$ cat src/rtl/mem_fetch_pkg.sv
// rtl/mem_fetch_pkg.sv - shared state encoding and default sizes for mem_fetch
package mem_fetch_pkg;

   localparam int ADDR_W_DEF = 4;
   localparam int DATA_W_DEF = 8;
   localparam int DEPTH_DEF  = 2;

   typedef enum logic [1:0] {
      ST_IDLE  = 2'd0,
      ST_FETCH = 2'd1,
      ST_DRAIN = 2'd2,
      ST_DONE  = 2'd3
   } state_e;

endpackage

$ cat src/rtl/fetch_fifo.sv
// rtl/fetch_fifo.sv - synchronous prefetch FIFO with flush and simultaneous push/pop when full
module fetch_fifo #(
   parameter int WIDTH = 12,
   parameter int DEPTH = 2
) (
   input  logic             clk,
   input  logic             rst,
   input  logic             flush,
   input  logic             push,
   input  logic             pop,
   input  logic [WIDTH-1:0] wr_data,
   output logic [WIDTH-1:0] rd_data,
   output logic             full,
   output logic             empty,
   output logic             last
);

   localparam int PTR_W = $clog2(DEPTH);
   localparam logic [PTR_W:0] FULL_CNT = (PTR_W + 1)'(DEPTH);
   localparam logic [PTR_W:0] ONE_CNT  = (PTR_W + 1)'(1);

   logic [WIDTH-1:0] mem_q [DEPTH];
   logic [WIDTH-1:0] mem_d [DEPTH];
   logic [PTR_W:0]   wr_ptr_q, wr_ptr_d;
   logic [PTR_W:0]   rd_ptr_q, rd_ptr_d;
   logic [PTR_W:0]   count;
   logic             do_push;
   logic             do_pop;

   assign count = wr_ptr_q - rd_ptr_q;
   assign full  = (count == FULL_CNT);
   assign empty = (count == '0);
   assign last  = (count == ONE_CNT);

   // Head reads as zero when empty so outputs are clean after reset/flush.
   assign rd_data = empty ? '0 : mem_q[rd_ptr_q[PTR_W-1:0]];

   always_comb begin
      do_pop   = pop && !empty && !flush;
      do_push  = push && (!full || do_pop) && !flush;
      wr_ptr_d = wr_ptr_q;
      rd_ptr_d = rd_ptr_q;
      mem_d    = mem_q;
      if (flush) begin
         wr_ptr_d = '0;
         rd_ptr_d = '0;
      end else begin
         if (do_push) begin
            mem_d[wr_ptr_q[PTR_W-1:0]] = wr_data;
            wr_ptr_d = wr_ptr_q + 1'b1;
         end
         if (do_pop) begin
            rd_ptr_d = rd_ptr_q + 1'b1;
         end
      end
   end

   always_ff @(posedge clk) begin
      if (rst) begin
         wr_ptr_q <= '0;
         rd_ptr_q <= '0;
         for (int i = 0; i < DEPTH; i++) begin
            mem_q[i] <= '0;
         end
      end else begin
         wr_ptr_q <= wr_ptr_d;
         rd_ptr_q <= rd_ptr_d;
         mem_q    <= mem_d;
      end
   end

endmodule

$ cat src/rtl/mem_fetch.sv
// rtl/mem_fetch.sv - sequential memory prefetcher with redirect and buffered handshake output
// Define MEM_FETCH_WRAP_EN to wrap PC past the top address instead of draining to DONE.
module mem_fetch
   import mem_fetch_pkg::*;
#(
   parameter int ADDR_W = ADDR_W_DEF,
   parameter int DATA_W = DATA_W_DEF,
   parameter int DEPTH  = DEPTH_DEF
) (
   input  logic              clk,
   input  logic              rst,
   input  logic              start,
   input  logic              jump_en,
   input  logic [ADDR_W-1:0] jump_addr,
   output logic [ADDR_W-1:0] mem_addr,
   input  logic [DATA_W-1:0] mem_data,
   output logic [DATA_W-1:0] out_data,
   output logic [ADDR_W-1:0] out_addr,
   output logic              out_valid,
   input  logic              out_ready,
   output logic              busy,
   output logic              done
);

   localparam logic [ADDR_W-1:0] PC_MAX = {ADDR_W{1'b1}};

   state_e              state_q, state_d;
   logic [ADDR_W-1:0]   pc_q, pc_d;
   logic                flush;
   logic                push;
   logic                pop;
   logic                full;
   logic                empty;
   logic                last;
   logic [ADDR_W+DATA_W-1:0] head;

   fetch_fifo #(
      .WIDTH (ADDR_W + DATA_W),
      .DEPTH (DEPTH)
   ) u_fifo (
      .clk     (clk),
      .rst     (rst),
      .flush   (flush),
      .push    (push),
      .pop     (pop),
      .wr_data ({pc_q, mem_data}),
      .rd_data (head),
      .full    (full),
      .empty   (empty),
      .last    (last)
   );

   assign mem_addr  = pc_q;
   assign out_valid = !empty;
   assign out_addr  = head[ADDR_W+DATA_W-1:DATA_W];
   assign out_data  = head[DATA_W-1:0];
   assign busy      = (state_q == ST_FETCH) || (state_q == ST_DRAIN);
   assign done      = (state_q == ST_DONE);

   always_comb begin
      state_d = state_q;
      pc_d    = pc_q;
      flush   = 1'b0;
      push    = 1'b0;
      pop     = out_valid && out_ready;
      case (state_q)
         ST_IDLE, ST_DONE: begin
            if (start) begin
               state_d = ST_FETCH;
               pc_d    = '0;
               flush   = 1'b1;
            end
         end
         ST_FETCH: begin
            // Redirect wins over any pop: the buffered words are stale.
            if (jump_en) begin
               flush = 1'b1;
               pop   = 1'b0;
               pc_d  = jump_addr;
            end else if (!full || pop) begin
               push = 1'b1;
               if (pc_q == PC_MAX) begin
`ifdef MEM_FETCH_WRAP_EN
                  pc_d = '0;
`else
                  state_d = ST_DRAIN;
`endif
               end else begin
                  pc_d = pc_q + 1'b1;
               end
            end
         end
         ST_DRAIN: begin
            if (jump_en) begin
               flush   = 1'b1;
               pop     = 1'b0;
               pc_d    = jump_addr;
               state_d = ST_FETCH;
            end else if (pop && last) begin
               state_d = ST_DONE;
            end
         end
         default: begin
            state_d = ST_IDLE;
         end
      endcase
   end

   always_ff @(posedge clk) begin
      if (rst) begin
         state_q <= ST_IDLE;
         pc_q    <= '0;
      end else begin
         state_q <= state_d;
         pc_q    <= pc_d;
      end
   end

endmodule

$ cat config.mk
export PLATFORM = sky130hd
export DESIGN_NAME = mem_fetch
export DESIGN_NICKNAME = d
export VERILOG_FILES = /design/src/rtl/mem_fetch_pkg.sv /design/src/rtl/fetch_fifo.sv /design/src/rtl/mem_fetch.sv
export SDC_FILE = /design/constraint.sdc
export NUM_CORES = 1
export LEC_CHECK = 0
export BUFFER_PORTS_ARGS = -buffer_cell sky130_fd_sc_hd__buf_4
export CORE_AREA = 2 2 74 76
export CTS_CLUSTER_SIZE = 24
export DETAILED_ROUTE_END_ITERATION = 7
export DIE_AREA = 0 0 76 78
export HOLD_SLACK_MARGIN = 0.15
export PLACE_DENSITY_LB_ADDON = 0.25
export SLEW_MARGIN = 25
export SYNTH_ARGS = -nofsm -noshare
export SYNTH_HDL_FRONTEND = slang
export SYNTH_HIERARCHICAL = 1
export SYNTH_SLANG_ARGS = --single-unit
export TNS_END_PERCENT = 10
$ cat constraint.sdc
create_clock -name clk -period 3.4 [get_ports clk]
set_clock_uncertainty 0.2 [all_clocks]
set_input_delay 0.34 -clock clk [delete_from_list [all_inputs] [get_ports clk]]
set_output_delay 0.34 -clock clk [all_outputs]
set_load 0.01 [all_outputs]
==> results.json <==
{
  "highest_cell_delay_on_the_worst_timing_path_ns": 0.48,
  "worstSetupStartpointType": "flop",
  "synth-seq-area-share": 0.338,
  "grt_antenna_before_repair": 0,
  "final-max-slew-violation-count": 0,
  "power.density_cell_area_nw_per_um2": 465,
  "outcome": "completed",
  "holdCritPathClass": "input port to flop",
  "die_w_um": 76,
  "clock_tree.htree_level_count": 2,
  "rsz_0062_raised_after_global_routing": "no",
  "endpoint_kind": "flop",
  "fmaxAchievable_mhz": 348,
  "place_hpwl_mm": 2.90,
  "synth.area.top_cells": "sky130_fd_sc_hd__dfxtp_1, sky130_fd_sc_hd__mux2i_1, sky130_fd_sc_hd__nand2b_1, sky130_fd_sc_hd__ha_1, sky130_fd_sc_hd__nor2_1",
  "fin_area_um2": 2530,
  "critical_path.slowest_cell": "sky130_fd_sc_hd__o211a_1",
  "detailed_place.area_um2": 2320,
  "clk_pin_slew_ns": 0.08,
  "die-height_um": 78,
  "synth-edff-count": 0,
  "worst-r2r-setup-slack_ns": 0.53,
  "synth.top_cell.area_share": 0.338,
  "wl_per_cell_um": 12.5,
  "finalWorstPathRequiredPeriod_ns": 2.87,
  "via_count_of_the_first_global_routing_pass": 1567,
  "route.final.wire_length_mm": 4.12,
  "start_util": 0.400,
  "finalNetCount": 282,
  "timing.final.crit_share": 0.844,
  "crit_fanout": 7,
  "synth.cell_area_um2": 2020,
  "global_route.overflow_total": 0,
  "area_growth_pct": 25.5,
  "synthesis.nets": 241,
  "num_cts_buffers": 5,
  "required_ns": 3.41,
  "routabilityCongestion": 0.739,
  "port_buffers": 35,
  "n_antenna_cell": 0,
  "synth_top_cell_by_area": "sky130_fd_sc_hd__dfxtp_1",
  "cts_max_path_buffers": 2,
  "route.detailed.vias_per_inst": 4.87,
  "synth-seq-cells": 34,
  "peakVddDrop_v": 0.000284,
  "syn_avg_cell_area_um2": 9.25,
  "synthArstFlopShare": 0,
  "worst-slew-pin-transition_ns": 0.580,
  "core_um2": 5040,
  "worstPathArrival_ns": 2.88,
  "routed-via-count": 1608,
  "power.leakage_nw": 1.04,
  "finalSetupViolations": 0,
  "gr-usage-all-layers": 0.146,
  "standard_cell_row_count": 26,
  "grt_start_max_net_pins": 45,
  "grt_first_pass_wirelength_mm": 7.15,
  "pin_count": 36,
  "drt_first_iter_violations": 83,
  "post_synth_num_cell_types": 37,
  "drv.max_cap_violation_count": 0,
  "clk_latency_ns": 0.28,
  "place_ws_ns": 0.555,
  "yosys_warnings": 6,
  "cp.buffers_inverters": 1,
  "criticalPathCategory": "flop to flop",
  "yosys-top-cells-count": "sky130_fd_sc_hd__mux2i_1, sky130_fd_sc_hd__nand2b_1, sky130_fd_sc_hd__dfxtp_1",
  "clock_tree_from_tritoncts": "done",
  "route.detailed.drc": 0,
  "cp_top_family": "simple AND/OR/NAND/NOR gates",
  "tritoncts_num_sinks": 34,
  "crit_path_cell_trace": "inv_1 -> ha_1 -> and2_1 -> nand2b_4 -> a21oi_1 -> nor2b_1 -> o211a_1 -> mux2i_1",
  "detailedRoute.firstPassIterationCount": 4,
  "ys.flop_type": "sky130_fd_sc_hd__dfxtp_1",
  "final_critical_path_setup_slack_ns": 0.530,
  "slew_headroom": 0.611,
  "detail-route-antenna-nets": 0,
  "drive_gt1_frac": 0.196,
  "dieArea_um2": 5930,
  "setup_total_negative_slack_ns": 0,
  "number_of_instances_in_the_synthesized_netlist": 218,
  "synthMostInstantiatedCell": "sky130_fd_sc_hd__mux2i_1",
  "hold_violations": 0,
  "root_buf_cell": "sky130_fd_sc_hd__clkbuf_8"
}
==> worst paths after layout <==
kind,cells after the start,endpoint,startpoint
max,8,u_fifo/mem_q[5],u_fifo/wr_ptr_q[0]
min,3,u_fifo/mem_q[6],mem_data[6]
max reg2reg,8,u_fifo/mem_q[5],u_fifo/wr_ptr_q[0]
min reg2reg,2,u_fifo/mem_q[22],u_fifo/mem_q[22]
==> final cells by class <==
| class | count | area [µm²] |
|---|---|---|
| multi-input combinational | 167 | 1250 |
| timing repair buffer | 44 | 348 |
| clock inverter | 3 | 68.8 |
| tap | 70 | 87.6 |
| inverter | 7 | 26.3 |
| sequential | 34 | 681 |
| fill | 495 | 2510 |
| clock buffer | 5 | 68.8 |
==> through the flow <==
stage	hold WS (ns)	utilization	total power, W	std cells
after floorplan	0.248	-	0.000658	218
after global placement	0.260	0.461	0.000729	315
after detailed placement	0.266	0.461	0.000730	315
after CTS	0.173	0.502	0.00119	330
after global routing	0.188	0.502	0.00124	330
final	0.172	0.502	0.00118	330
==> flip-flops by register name (all words and copies together), names as in the netlist <==
register / flops
u_fifo/rd_ptr_q: 2
u_fifo/wr_ptr_q: 2
u_fifo/mem_q: 24
mem_addr: 4
state_q: 2
==> placed cells by master, fill, tap and decap left out, types with 2 or more instances in the layout <==
cell | synthesis | layout
sky130_fd_sc_hd__o21ai_0 | 4 | 4
sky130_fd_sc_hd__a32o_1 | 2 | 2
sky130_fd_sc_hd__o211ai_1 | 2 | 2
sky130_fd_sc_hd__o211ai_4 | 2 | 2
sky130_fd_sc_hd__nand2_1 | 14 | 14
sky130_fd_sc_hd__ha_1 | 6 | 6
sky130_fd_sc_hd__nand3_1 | 2 | 2
sky130_fd_sc_hd__clkbuf_8 | 0 | 5
sky130_fd_sc_hd__mux2i_1 | 43 | 43
sky130_fd_sc_hd__o21ai_1 | 2 | 2
sky130_fd_sc_hd__a21oi_1 | 5 | 5
sky130_fd_sc_hd__nand2b_1 | 41 | 41
sky130_fd_sc_hd__bufinv_16 | 0 | 2
sky130_fd_sc_hd__or3_1 | 2 | 2
sky130_fd_sc_hd__dfxtp_1 | 34 | 34
sky130_fd_sc_hd__inv_1 | 7 | 7
sky130_fd_sc_hd__dlygate4sd3_1 | 0 | 7
sky130_fd_sc_hd__o211a_1 | 3 | 3
sky130_fd_sc_hd__nor2b_1 | 4 | 4
sky130_fd_sc_hd__xnor2_1 | 2 | 2
sky130_fd_sc_hd__buf_4 | 1 | 37
sky130_fd_sc_hd__nor2_1 | 18 | 18
==> routing by layer <==
| metal | share of wire | track usage | vias up | wire [µm] |
|---|---|---|---|---|
| li1 | - | - | 829 | - |
| met1 | 0.48 | 0.185 | 752 | 1990 |
| met2 | 0.48 | 0.252 | 23 | 1960 |
| met3 | 0.028 | 0.0337 | 4 | 117 |
| met4 | 0.011 | 0.0382 | 0 | 46 |
| met5 | 0 | 0 | - | 0 |
==> tightest hold or removal path, cell delays in order <==
cell and delay (ns):
sky130_fd_sc_hd__buf_4 0.08, sky130_fd_sc_hd__nand2b_1 0.08, sky130_fd_sc_hd__mux2i_1 0.12
==> power by group <==
| part | total (W) | internal (W) | switching [W] | leakage (nW) |
|---|---|---|---|---|
| clock | 0.000451 | 0.000294 | 0.000157 | 0.0683 |
| combinational | 0.000285 | 0.000132 | 0.000153 | 0.698 |
| sequential | 0.000439 | 0.000420 | 0.0000194 | 0.274 |
| total | 0.00118 | 0.000846 | 0.000330 | 1.04 |
==> cells by family after synthesis <==
logic type	Yosys count	share of synthesized area
fa+ha+maj	6	0.0372
compound gates	27	0.112
simple gates	87	0.235
xor+xnor	3	0.0168
buf+inv	17	0.0422
mux	44	0.219
flops	34	0.338
==> timing repair <==
action                                 in CTS  in global routing
endpoints found under the hold margin       9                  0
buffers inserted                            0                  0
hold buffers                                7                  0
resized for setup                           0                  0
Power figures use the tool's default switching activity.
